--- src/rtl/pulse_burst_ctrl_pkg.sv ---
// pulse_burst_ctrl_pkg
// Shared definitions for the pulse burst sequencer and the pulse_gen instance
// it drives: state encoding, default field widths and the minimum legal period.
// No ports.

package pulse_burst_ctrl_pkg;

    localparam int PBC_COUNT_WIDTH = 32;
    localparam int PBC_BURST_WIDTH = 16;

    // A period of 1 leaves no room for both a high and a low phase.
    localparam int MIN_PERIOD = 2;

    typedef enum logic [1:0] {
        IDLE  = 2'd0,
        ARMED = 2'd1,
        RUN   = 2'd2
    } state_t;

endpackage

--- src/rtl/pulse_burst_edge.sv ---
// pulse_burst_edge
// Registers a single-bit signal and reports its rising and falling edges.
// With SYNC_EN set, the input first passes through a two-flop synchronizer,
// so an asynchronous input can be edge-detected safely.
//
// Ports:
//   clk   in   system clock
//   reset in   synchronous active-high reset; clears every flop
//   sig   in   signal to observe
//   rise  out  sampled signal is 1 now and was 0 last cycle
//   fall  out  sampled signal is 0 now and was 1 last cycle

module pulse_burst_edge #(
    parameter bit SYNC_EN = 1'b0
) (
    input  logic clk,
    input  logic reset,
    input  logic sig,
    output logic rise,
    output logic fall
);

    logic sampled;
    logic sig_q;

    generate
        if (SYNC_EN) begin : g_sync
            logic sync_1;
            logic sync_2;

            always_ff @(posedge clk) begin
                if (reset) begin
                    sync_1 <= 1'b0;
                    sync_2 <= 1'b0;
                end else begin
                    sync_1 <= sig;
                    sync_2 <= sync_1;
                end
            end

            assign sampled = sync_2;
        end else begin : g_direct
            assign sampled = sig;
        end
    endgenerate

    always_ff @(posedge clk) begin
        if (reset) begin
            sig_q <= 1'b0;
        end else begin
            sig_q <= sampled;
        end
    end

    assign rise = sampled & ~sig_q;
    assign fall = sig_q & ~sampled;

endmodule

--- src/rtl/pulse_burst_ctrl.sv ---
// pulse_burst_ctrl
// Sequencer for one pulse_gen instance. Accepts a validated burst
// configuration, arms on request, starts on a trigger rising edge, counts
// completed pulses (falling edges of gen_pulse) and stops the generator after
// the requested number of pulses, pulsing done. A count of 0 runs until abort.
//
// Build option: define PULSE_BURST_TRIG_SYNC_EN to put a two-flop synchronizer
// on trig (trigger-to-gen_run latency grows from 1 to 3 cycles).
//
// Ports:
//   clk, reset                 system clock, synchronous active-high reset
//   cfg_valid/cfg_ready        config handshake; ready iff state is IDLE
//   cfg_period/width/count     burst configuration (count 0 = continuous)
//   arm, abort, trig           control: arm level, immediate stop, start edge
//   gen_run/period/width       drive the pulse_gen instance
//   gen_pulse                  pulse_gen output, observed for completed pulses
//   busy                       ARMED or RUN
//   done, cfg_err              one-cycle status pulses
//   pulse_cnt                  pulses completed in the current or last burst
//
// state | meaning
// ------+---------------------------------------------------------------
// IDLE  | waiting for config / arm; config port open
// ARMED | config frozen, waiting for a trigger rising edge
// RUN   | gen_run high, counting falling edges of gen_pulse

module pulse_burst_ctrl
    import pulse_burst_ctrl_pkg::*;
#(
    parameter int COUNT_WIDTH = PBC_COUNT_WIDTH,
    parameter int BURST_WIDTH = PBC_BURST_WIDTH
) (
    input  logic                   clk,
    input  logic                   reset,
    input  logic                   cfg_valid,
    output logic                   cfg_ready,
    input  logic [COUNT_WIDTH-1:0] cfg_period,
    input  logic [COUNT_WIDTH-1:0] cfg_width,
    input  logic [BURST_WIDTH-1:0] cfg_count,
    input  logic                   arm,
    input  logic                   abort,
    input  logic                   trig,
    output logic                   gen_run,
    output logic [COUNT_WIDTH-1:0] gen_period,
    output logic [COUNT_WIDTH-1:0] gen_width,
    input  logic                   gen_pulse,
    output logic                   busy,
    output logic                   done,
    output logic                   cfg_err,
    output logic [BURST_WIDTH-1:0] pulse_cnt
);

`ifdef PULSE_BURST_TRIG_SYNC_EN
    localparam bit TRIG_SYNC = 1'b1;
`else
    localparam bit TRIG_SYNC = 1'b0;
`endif

    state_t                 state, state_n;
    logic                   loaded, loaded_n;
    logic [COUNT_WIDTH-1:0] period_n, width_n;
    logic [BURST_WIDTH-1:0] count_q, count_n;
    logic                   run_n, done_n, err_n;
    logic [BURST_WIDTH-1:0] cnt_n, cnt_inc;

    logic trig_rise, trig_fall;
    logic pulse_rise, pulse_fall;
    logic cfg_acc, cfg_legal, arm_eff;
    logic unused_edges;

    pulse_burst_edge #(.SYNC_EN(TRIG_SYNC)) u_trig_edge (
        .clk   (clk),
        .reset (reset),
        .sig   (trig),
        .rise  (trig_rise),
        .fall  (trig_fall)
    );

    pulse_burst_edge #(.SYNC_EN(1'b0)) u_pulse_edge (
        .clk   (clk),
        .reset (reset),
        .sig   (gen_pulse),
        .rise  (pulse_rise),
        .fall  (pulse_fall)
    );

    assign unused_edges = trig_fall | pulse_rise;

    assign cfg_ready = (state == IDLE);
    assign busy      = (state == ARMED) || (state == RUN);
    assign cfg_acc   = cfg_valid && cfg_ready;
    assign cfg_legal = (cfg_period >= COUNT_WIDTH'(MIN_PERIOD)) &&
                       (cfg_width != '0) && (cfg_width < cfg_period);
    // abort outranks arm, so an aborted arm neither arms nor flags an error
    assign arm_eff   = arm && !abort;
    assign cnt_inc   = pulse_cnt + BURST_WIDTH'(1);

    always_comb begin
        state_n  = state;
        loaded_n = loaded;
        period_n = gen_period;
        width_n  = gen_width;
        count_n  = count_q;
        run_n    = gen_run;
        done_n   = 1'b0;
        err_n    = 1'b0;
        cnt_n    = pulse_cnt;

        case (state)
            IDLE: begin
                if (cfg_acc) begin
                    if (cfg_legal) begin
                        period_n = cfg_period;
                        width_n  = cfg_width;
                        count_n  = cfg_count;
                        loaded_n = 1'b1;
                    end else begin
                        err_n = 1'b1;
                    end
                end
                // a legal config offered in the same cycle counts as loaded
                if (arm_eff) begin
                    if (loaded || (cfg_acc && cfg_legal)) begin
                        state_n = ARMED;
                    end else begin
                        err_n = 1'b1;
                    end
                end
            end
            ARMED: begin
                if (trig_rise) begin
                    state_n = RUN;
                    run_n   = 1'b1;
                    cnt_n   = '0;
                end
            end
            RUN: begin
                if (pulse_fall) begin
                    if (pulse_cnt != '1) begin
                        cnt_n = cnt_inc;
                    end
                    if ((count_q != '0) && (cnt_inc == count_q)) begin
                        state_n = IDLE;
                        run_n   = 1'b0;
                        done_n  = 1'b1;
                    end
                end
            end
            default: begin
                state_n = IDLE;
                run_n   = 1'b0;
            end
        endcase

        if (abort) begin
            state_n = IDLE;
            run_n   = 1'b0;
            done_n  = 1'b0;
            cnt_n   = pulse_cnt;
        end
    end

    always_ff @(posedge clk) begin
        if (reset) begin
            state      <= IDLE;
            loaded     <= 1'b0;
            gen_period <= '0;
            gen_width  <= '0;
            count_q    <= '0;
            gen_run    <= 1'b0;
            done       <= 1'b0;
            cfg_err    <= 1'b0;
            pulse_cnt  <= '0;
        end else begin
            state      <= state_n;
            loaded     <= loaded_n;
            gen_period <= period_n;
            gen_width  <= width_n;
            count_q    <= count_n;
            gen_run    <= run_n;
            done       <= done_n;
            cfg_err    <= err_n;
            pulse_cnt  <= cnt_n;
        end
    end

endmodule

--- config.mk ---
export PLATFORM = sky130hd
export DESIGN_NAME = pulse_burst_ctrl
export DESIGN_NICKNAME = d
export VERILOG_FILES = /design/src/rtl/pulse_burst_ctrl_pkg.sv /design/src/rtl/pulse_burst_edge.sv /design/src/rtl/pulse_burst_ctrl.sv
export SDC_FILE = /design/constraint.sdc
export NUM_CORES = 1
export LEC_CHECK = 0
export ABC_AREA = 1
export ABC_CLOCK_PERIOD_IN_PS = 2000
export BUFFER_PORTS_ARGS = -buffer_cell sky130_fd_sc_hd__buf_2
export CAP_MARGIN = 25
export CELL_PAD_IN_SITES_DETAIL_PLACEMENT = 1
export CELL_PAD_IN_SITES_GLOBAL_PLACEMENT = 1
export CORE_ASPECT_RATIO = 2
export CORE_MARGIN = 2
export CORE_UTILIZATION = 32
export DETAILED_ROUTE_END_ITERATION = 8
export PLACE_DENSITY_LB_ADDON = 0.1
export SLEW_MARGIN = 10
export SYNTH_ARGS = -nofsm -noshare
export SYNTH_HDL_FRONTEND = slang
export SYNTH_SLANG_ARGS = --single-unit
--- constraint.sdc ---
create_clock -name clk -period 2 [get_ports clk]
set_input_delay 0.4 -clock clk [delete_from_list [all_inputs] [get_ports clk]]
set_output_delay 0.4 -clock clk [all_outputs]
set_load 0.005 [all_outputs]
==> impl_metrics.json, run 1 <==
{
  "avgSynthCellArea_sq_um": 6.82,
  "rows": 68,
  "drive_above_1_share_pct": 47.1,
  "grt_first_pass_wirelength_mm": 31.5,
  "synth.top_cell.area_share_pct": 37.5,
  "drtIter0Drc": 156,
  "p_per_area_mw_per_mm2": 642,
  "via_per_inst": 4.95,
  "setup_viol": 58,
  "maxCapViolCount": 0,
  "hold_viol_final": 0,
  "slew_headroom_pct": 66.1,
  "wl_mm": 22.3,
  "die-area_sq_mm": 0.0185,
  "io_pins": 172,
  "final_util_pct": 54.1,
  "firstDrtPassIters": 4,
  "finClkSkew_ns": 0.00923,
  "grt_max_degree": 54,
  "vias": 6528,
  "syn_area_sq_mm": 0.00555,
  "synth_nets": 936,
  "grt-ovfl-total": 0,
  "max_freq_mhz": 467,
  "cts_max_level": 3,
  "ys_seq_elements": 104,
  "worst_ep_arrival_time_ns": 2.39,
  "coreArea_sq_mm": 0.0171,
  "root_buffer": "clkbuf_16",
  "power.total_mw": 5.94,
  "p_leak_nw": 4.29,
  "end_kind": "flip-flop",
  "dp_hpwl_mm": 15.0,
  "tightestPinTransition_ns": 0.508,
  "critPathMaxFanout": 6,
  "synthTopCellsByArea": "dfxtp_1 37%, a21oi_1 10%, inv_1 10%",
  "hold_slack_ns": 0.265,
  "insertion_delay_ns": 0.36,
  "slew_viol_final": 0,
  "yosysSeqAreaShare_pct": 37.5,
  "final_cells": 1319,
  "hold_buffers": 0,
  "violations": "negative setup slack",
  "finalCritPeriodShare_pct": 107,
  "fp.dieH_um": 190,
  "criticalPathCategory": "in -> reg",
  "routabilityCongestion": 0.820,
  "cts_buffers": 9,
  "ys_types": 32,
  "initial_utilization_pct": 32.5,
  "track_usage_pct": 21.0,
  "wire_per_inst_um": 16.9,
  "syn2layout_area_growth_pct": 66.6,
  "rsz0062_at_grt": "yes",
  "worstHoldPathType": "in -> reg",
  "status": "finished, violations left",
  "ir_drop_uv": 382,
  "dp.cells": 1261,
  "finalWorstSetupSlack_ns": -0.143,
  "synth_common_cells": "150 x inv_1, 128 x nand2_1, 116 x a21oi_1, 104 x dfxtp_1, 87 x o21ai_0",
  "min_period_ns": 2.14,
  "required_ns": 2.25,
  "antenna_found_initial": 1,
  "yosys.area.top_type": "dfxtp_1",
  "synth_edf_count": 0,
  "cts.path.max_buffers": 2,
  "ant_nets": 0,
  "start_kind": "input pin",
  "clk_pin_slew_worst_paths_ns": 0.07,
  "cts_sinks": 104,
  "ys_async_sr_fraction_pct": 0,
  "io_buffers": 171,
  "cts_tree": "yes",
  "yosysWarnings": 0,
  "dieWidth_um": 97.2,
  "synthFlopType": "dfxtp_1",
  "drc": 0,
  "synth_most_common_cell": "inv_1",
  "synthCells": 814,
  "first_global_vias": 6449,
  "fin_nets": 1228
}
final cells by class:
cell class              instances  area [sq um]
multi-input cells             527          3630
flip-flops and latches        104          2100
repair buffers                310          2370
diodes                          1          2.50
clock buffers                   9           225
clock inverters                 4          72.6
inverters                     154           586
well taps                     210           263
fillers                      2156          7850
critical path, stage by stage:
cell and delay [ns]:
buf_2 0.14, inv_2 0.07, ha_4 0.26, nand2_2 0.06
nor2_4 0.11, nand2_2 0.07, nor4_4 0.28, nand2_1 0.08
nand4_1 0.12, buf_6 0.13, buf_12 0.13, nand2_1 0.09
nand2_1 0.08, nand2_1 0.10, a21oi_1 0.19, nor2_1 0.07
power breakdown:
group	switching (mW)	leakage (nW)	internal, mW
Combinational	0.866	3.29	0.804
Sequential	0.104	0.859	2.25
Clock	0.840	0.143	1.08
sequential cells by signal, summed over array words and instances, names as in the netlist:
register	count
loaded	1
pulse_cnt	16
u_pulse_edge.sig_q	1
gen_run	1
count_q	16
u_trig_edge.sig_q	1
state	2
cfg_err	1
gen_period	32
done	1
gen_width	32
path summary, 6_finish.rpt:
path / startpoint / endpoint / slack (ns) / cells after the start
max: cfg_period[26] / state[1] / -0.14 / 16
min: gen_pulse / u_pulse_edge.sig_q / 0.26 / 3
max reg2reg: pulse_cnt[0] / state[1] / -0.11 / 15
min reg2reg: gen_width[0] / gen_width[0] / 0.44 / 2
through the flow:
step	area, sq um	setup slack, ns	TNS [ns]
after CTS	7840	-0.0909	-0.316
after floorplan	5560	-0.0274	-2.16
after global routing	9250	-0.234	-12.55
after global placement	7320	-0.324	-22.72
after detailed placement	7320	-0.503	-33.56
final	9250	-0.143	-2.64
cell usage in the layout, fill, tap and decap left out, drive strengths merged:
cell type	synthesis	routed
clkinvlp	0	1
clkbuf	19	20
nand4	16	16
xor2	1	1
clkinv	1	1
ha	35	35
o21bai	1	1
a21oi	117	117
nor3b	1	1
nand3b	1	1
nand2	136	136
dfxtp	104	104
a21o	1	1
inv	153	154
a41oi	1	1
diode	0	1
nor2	74	74
nor3	8	8
or2	1	1
bufinv	0	2
o21a	1	1
nand3	41	41
buf	10	299
o21ai	88	88
nor4	2	2
o2111ai	2	2
routing by layer:
layer  vias to the layer above  GRT usage (%)  routed length, um
li1                       3212              -                  -
met1                      3127           24.4               8740
met2                       161           39.0              12100
met3                        26           4.66               1130
met4                         2           5.04                321
met5                         -              0                 11
cell families (layout without fill, tap and decap cells):
kind of cell	Yosys count	count (layout)	synth area share (%)
AND/OR/NAND/NOR	280	280	22.4
AO/OA/AOI/OAI	211	211	19.4
buffers and inverters	183	477	12.6
flip-flops	104	104	37.5
adder cells (fa/ha/maj)	35	35	7.88
XOR/XNOR	1	1	0.158
other	0	1	0
repair_timing:
item                                    CTS  global route
setup buffers                            12            19
resized for setup                        27           301
endpoints found under the hold margin     0             0
pin swaps                                16            44
cloned                                    1            15
endpoints found under the setup margin   67           100
(Power assumes the default switching activity.)
==> run 2, diff against run 1 <==
--- a/config.mk
+++ b/config.mk
@@ -16,6 +16,7 @@
 export CORE_UTILIZATION = 32
 export DETAILED_ROUTE_END_ITERATION = 8
 export PLACE_DENSITY_LB_ADDON = 0.1
+export SETUP_SLACK_MARGIN = 0.3
 export SLEW_MARGIN = 10
 export SYNTH_ARGS = -nofsm -noshare
 export SYNTH_HDL_FRONTEND = slang
==> run 2 against run 1 <==
- the flow still finishes with violations (negative setup slack)
- worst hold slack lost 0.0042 ns
- critical path type is now reg -> reg
- largest power group unchanged
- die area unchanged
- final cell count increased by 0.23%
- utilization rose by 4.0 points
==> impl_metrics.json, run 2 (same netlist as run 1, synthesis figures left out) <==
{
  "tightestPinTransition_ns": 0.523,
  "final_cell_mix": "154 x buf_2, 122 x inv_1, 105 x nand2_1",
  "finalCritPeriodShare_pct": 106,
  "drive_above_1_share_pct": 54.0,
  "worst_ep_arrival_time_ns": 2.37,
  "criticalPathCategory": "reg -> reg",
  "cp_slowest_cell": "dfxtp_4",
  "insertion_delay_ns": 0.36,
  "min_period_ns": 2.12,
  "place_ws_ns": -0.372,
  "crit_chain": "buf_6, nand2_4, nor2_4, buf_6, nand3_1, nand2_2, nand3_1, nand2_2, nand3_2, nor2_2, nand3_2, nand2_1, nand2_2, nor2_2, nand2_1, nand2_1, nor2_1",
  "violations": "negative setup slack",
  "slew_headroom_pct": 65.1,
  "end_kind": "flip-flop",
  "largestRegisters": "gen_period (32), gen_width (32)",
  "p_leak_nw": 4.37,
  "fin_nets": 1228,
  "via_per_inst": 5.03,
  "cts_sinks": 104,
  "vias": 6646,
  "track_usage_pct": 23.7,
  "routabilityCongestion": 0.815,
  "critPathMaxFanout": 4,
  "ir_drop_uv": 389,
  "crit_path_max_incr_delay_ns": 0.37,
  "m1WireLength_mm": 9.84,
  "dr_wl_met2_mm": 12.6,
  "firstDrtPassIters": 5,
  "finalWorstSetupSlack_ns": -0.118,
  "required_ns": 2.25,
  "io_pins": 172,
  "cts_tree": "yes",
  "slew_viol_final": 0,
  "start_kind": "flip-flop",
  "wl_met3_um": 945,
  "path_buf_inv": 2,
  "path_delay_family": "simple AND/OR/NAND/NOR gates",
  "top_layer": "met4",
  "grt-ovfl-total": 0,
  "dp_hpwl_mm": 14.7,
  "grt_first_pass_wirelength_mm": 35.4,
  "cts_buffers": 9,
  "die-area_sq_mm": 0.0185,
  "wl_mm": 24.4,
  "status": "finished, violations left",
  "maxCapViolCount": 0,
  "clk_pin_slew_worst_paths_ns": 0.07,
  "rows": 68,
  "cts.path.max_buffers": 2,
  "rsz0062_at_grt": "yes",
  "hold_viol_final": 0,
  "hold_buffers": 0,
  "initial_utilization_pct": 32.5,
  "io_buffers": 171,
  "fp.dieH_um": 190,
  "final_util_pct": 58.2,
  "first_global_vias": 6925,
  "final_common_cell": "buf_2",
  "worstHoldPathType": "in -> reg",
  "drc": 0,
  "coreArea_sq_mm": 0.0171,
  "finClkSkew_ns": 0.00728,
  "antenna_found_initial": 1,
  "syn2layout_area_growth_pct": 79.1,
  "dieWidth_um": 97.2,
  "max_freq_mhz": 472,
  "cts_max_level": 3,
  "root_buffer": "clkbuf_16",
  "setup_viol": 63,
  "ant_nets": 0,
  "tns_ns": -3.29,
  "grt_max_degree": 70,
  "p_per_area_mw_per_mm2": 618,
  "wire_per_inst_um": 18.4,
  "drtIter0Drc": 136
}
run 2: final timing paths:
path	from	cells after the start	slack [ns]	end
max reg2reg	pulse_cnt[1]	17	-0.12	gen_run
min	gen_pulse	3	0.26	u_pulse_edge.sig_q
max	pulse_cnt[1]	17	-0.12	gen_run
min reg2reg	gen_width[3]	2	0.46	gen_width[3]
run 2: power breakdown:
part / internal (mW) / switching, mW / total (mW)
clock: 0.949 / 0.837 / 1.79
combinational: 0.985 / 1.03 / 2.01
sequential: 2.25 / 0.105 / 2.35
total: 4.18 / 1.97 / 6.15
run 2: area by class of cell:
type                       count  area (sq um)
tap                          210           263
clock buffer                  14           274
clock inverter                 2          12.5
inverter                     154           611
multi-input combinational    527          4070
antenna                        1          2.50
sequential                   104          2100
timing repair buffer         310          2620
fill                        2075          7160
run 2: layer usage:
| metal | GRT usage [%] | vias to the layer above |
|---|---|---|
| met2 | 41.8 | 171 |
| li1 | - | 3227 |
| met5 | 0 | - |
| met1 | 28.7 | 3198 |
| met3 | 3.45 | 50 |
| met4 | 9.91 | 0 |
run 2: worst min-delay path, cell delays in order:
cell and delay, ns:
buf_2 0.10, inv_1 0.04, nor2_1 0.03
run 2: per-stage QoR:
step | total power [mW] | cell area, sq um | hold slack (ns) | cells
2_1_floorplan | 2.95 | 5780 | 0.440 | 814
3_3_place_gp | 3.46 | 7490 | 0.427 | 1254
3_5_place_dp | 3.50 | 7490 | 0.433 | 1254
4_1_cts | 5.88 | 9180 | 0.251 | 1308
5_1_grt | 6.44 | 9950 | 0.266 | 1322
6_report | 6.15 | 9950 | 0.260 | 1322
run 2: timing repair:
item | in CTS | in global routing
setup buffers | 21 | 10
setup endpoints to repair | 104 | 103
hold endpoints to repair | 0 | 0
cloned | 17 | 3
pin swaps | 92 | 45
resized for setup | 275 | 136
==> run 3, diff against run 2 <==
--- a/config.mk
+++ b/config.mk
@@ -6,15 +6,16 @@
 export NUM_CORES = 1
 export LEC_CHECK = 0
 export ABC_AREA = 1
-export ABC_CLOCK_PERIOD_IN_PS = 2000
+export ABC_CLOCK_PERIOD_IN_PS = 2500
 export BUFFER_PORTS_ARGS = -buffer_cell sky130_fd_sc_hd__buf_2
 export CAP_MARGIN = 25
 export CELL_PAD_IN_SITES_DETAIL_PLACEMENT = 1
 export CELL_PAD_IN_SITES_GLOBAL_PLACEMENT = 1
 export CORE_ASPECT_RATIO = 2
 export CORE_MARGIN = 2
-export CORE_UTILIZATION = 32
+export CORE_UTILIZATION = 38
 export DETAILED_ROUTE_END_ITERATION = 8
+export MAX_ROUTING_LAYER = met4
 export PLACE_DENSITY_LB_ADDON = 0.1
 export SETUP_SLACK_MARGIN = 0.3
 export SLEW_MARGIN = 10
==> constraint.sdc (replaced) <==
create_clock -name clk -period 2.5 [get_ports clk]
set_input_delay 0.5 -clock clk [delete_from_list [all_inputs] [get_ports clk]]
set_output_delay 0.5 -clock clk [all_outputs]
set_load 0.005 [all_outputs]
==> run 3 against run 2 <==
- the run now ends clean
- combinational power fell by 48%
- via count fell by 6.7%
- flip-flop and latch count did not move
- clock skew rose by 0.0026 ns
- clock power fell by 21%
- worst hold slack improved by 0.094 ns
- total power fell by 29%
- first-iteration DRC count rose by 24%
- register-to-register slack improved by 0.41 ns
- critical path depth did not move
- non-clock buffer count fell by 83
- utilization fell by 2.8 points
- critical path type unchanged
- largest power group unchanged
- highest routed layer unchanged
==> impl_metrics.json, run 3 (same netlist as run 1, synthesis figures left out) <==
{
  "final_cells": 1226,
  "via_per_inst": 5.06,
  "dp_hpwl_mm": 15.1,
  "root_buffer": "clkbuf_16",
  "holdPathStages": 3,
  "rows": 62,
  "worstReg2RegEnd": "gen_run",
  "vias": 6203,
  "coreArea_sq_mm": 0.0144,
  "tightestPinTransition_ns": 0.561,
  "p_per_area_mw_per_mm2": 547,
  "initial_utilization_pct": 38.7,
  "wire_per_inst_um": 17.1,
  "p_leak_nw": 3.70,
  "ir_drop_uv": 375,
  "wl_mm": 21.0,
  "grt_first_pass_wirelength_mm": 30.7,
  "ant_nets": 0,
  "place_ws_ns": -0.0433,
  "insertion_delay_ns": 0.36,
  "cts.path.max_buffers": 2,
  "first_global_vias": 6341,
  "top_usage_layer": "met2",
  "start_kind": "flip-flop",
  "grt_util_met1_pct": 24.1,
  "r2r-start": "pulse_cnt[0]",
  "finalCritPeriodShare_pct": 88.1,
  "grt_max_degree": 56,
  "firstDrtPassIters": 5,
  "use_met2_pct": 49.3,
  "maxCapViolCount": 0,
  "drive_above_1_share_pct": 34.9,
  "fp.dieH_um": 175,
  "io_buffers": 171,
  "cts_max_level": 3,
  "tns_ns": 0,
  "worstHoldPathType": "in -> reg",
  "status": "completed",
  "final_cell_mix": "170 x buf_2, 146 x inv_1, 113 x nand2_1",
  "largestRegisters": "gen_period (32), gen_width (32)",
  "rsz0062_at_grt": "yes",
  "min_period_ns": 2.20,
  "max_freq_mhz": 454,
  "track_usage_pct": 26.8,
  "syn2layout_area_growth_pct": 43.1,
  "required_ns": 2.76,
  "hold_viol_final": 0,
  "worstHoldStart": "gen_pulse",
  "r2r_cells": 17,
  "critPathMaxFanout": 4,
  "use_met3_pct": 5.76,
  "fin_nets": 1145,
  "min_to": "u_pulse_edge.sig_q",
  "grt-ovfl-total": 0,
  "criticalPathCategory": "reg -> reg",
  "r2r_slack_ns": 0.30,
  "worst_ep_arrival_time_ns": 2.46,
  "final.fill_count": 1887,
  "slew_headroom_pct": 62.6,
  "drtIter0Drc": 169,
  "cts_tree": "yes",
  "cts_sinks": 104,
  "cts_buffers": 9,
  "end_kind": "flip-flop",
  "die-area_sq_mm": 0.0157,
  "finClkSkew_ns": 0.00986,
  "final_common_cell": "buf_2",
  "routabilityCongestion": 0.872,
  "antenna_found_initial": 6,
  "setup_viol": 0,
  "power.total_mw": 4.35,
  "slew_viol_final": 0,
  "dieWidth_um": 89.5,
  "clk_pin_slew_worst_paths_ns": 0.08,
  "finalWorstSetupSlack_ns": 0.297,
  "drc": 0,
  "dp.cells": 1185,
  "io_pins": 172
}
[run 3: repair_timing]
action	in CTS	in global routing
cloned	2	5
pin swaps	10	35
gates resized for setup	23	138
endpoints found under the setup margin	20	86
hold buffers	0	0
setup buffers	6	6
[run 3: layout make-up]
class	instances	area, sq um	area share (%)
flip-flops and latches	104	2100	26.4
clock buffers	10	239	3.01
repair buffers	227	1520	19.1
clock inverters	6	52.6	0.661
inverters	154	586	7.37
well taps	192	240	3.02
multi-input cells	527	3200	40.2
diodes	6	15.0	0.189
[run 3: worst max-delay path: stages (launching register included)]
cell and delay (ns):
dfxtp_4 0.37, ha_4 0.18, nand3_4 0.10, nor2_4 0.18
buf_6 0.15, nand4_1 0.11, nand2_1 0.11, nand2_1 0.05
nand2_1 0.07, nand3_2 0.10, nor2_4 0.14, nand3_4 0.10
nand2_2 0.09, nand2_2 0.07, nor2_2 0.13, nand2_1 0.06
nand2_1 0.06, nor2_1 0.04
[run 3: worst max path at each step]
stage / from / end / slack [ns] / cells past startpoint
global placement: cfg_period[15] / state[1] / 0.01 / 17
global route: pulse_cnt[0] / gen_run / 0.16 / 17
floorplan: cfg_period[29] / gen_period[0] / 0.35 / 11
finish: pulse_cnt[0] / gen_run / 0.30 / 17
CTS: pulse_cnt[1] / state[1] / 0.30 / 17
detailed placement: cfg_period[29] / gen_width[11] / -0.04 / 13
[run 3: power breakdown]
| group | switching [mW] | internal [mW] | total (mW) |
|---|---|---|---|
| clock | 0.704 | 0.718 | 1.42 |
| sequential | 0.0850 | 1.80 | 1.88 |
| combinational | 0.570 | 0.476 | 1.05 |
| total | 1.36 | 2.99 | 4.35 |
[run 3: per-layer routing]
layer	routed length (um)	part of all wire (%)
met5	0	0
met4	1110	5.3
met3	763	3.6
met2	12000	57
met1	7120	34
[run 3: through the flow]
stage	cell area [sq um]	utilization (%)	hold slack [ns]
after floorplan	5550	-	0.440
after global placement	6850	47.8	0.429
after detailed placement	6850	47.8	0.435
after CTS	7330	51.1	0.341
after global routing	7950	55.4	0.374
final	7950	55.4	0.354
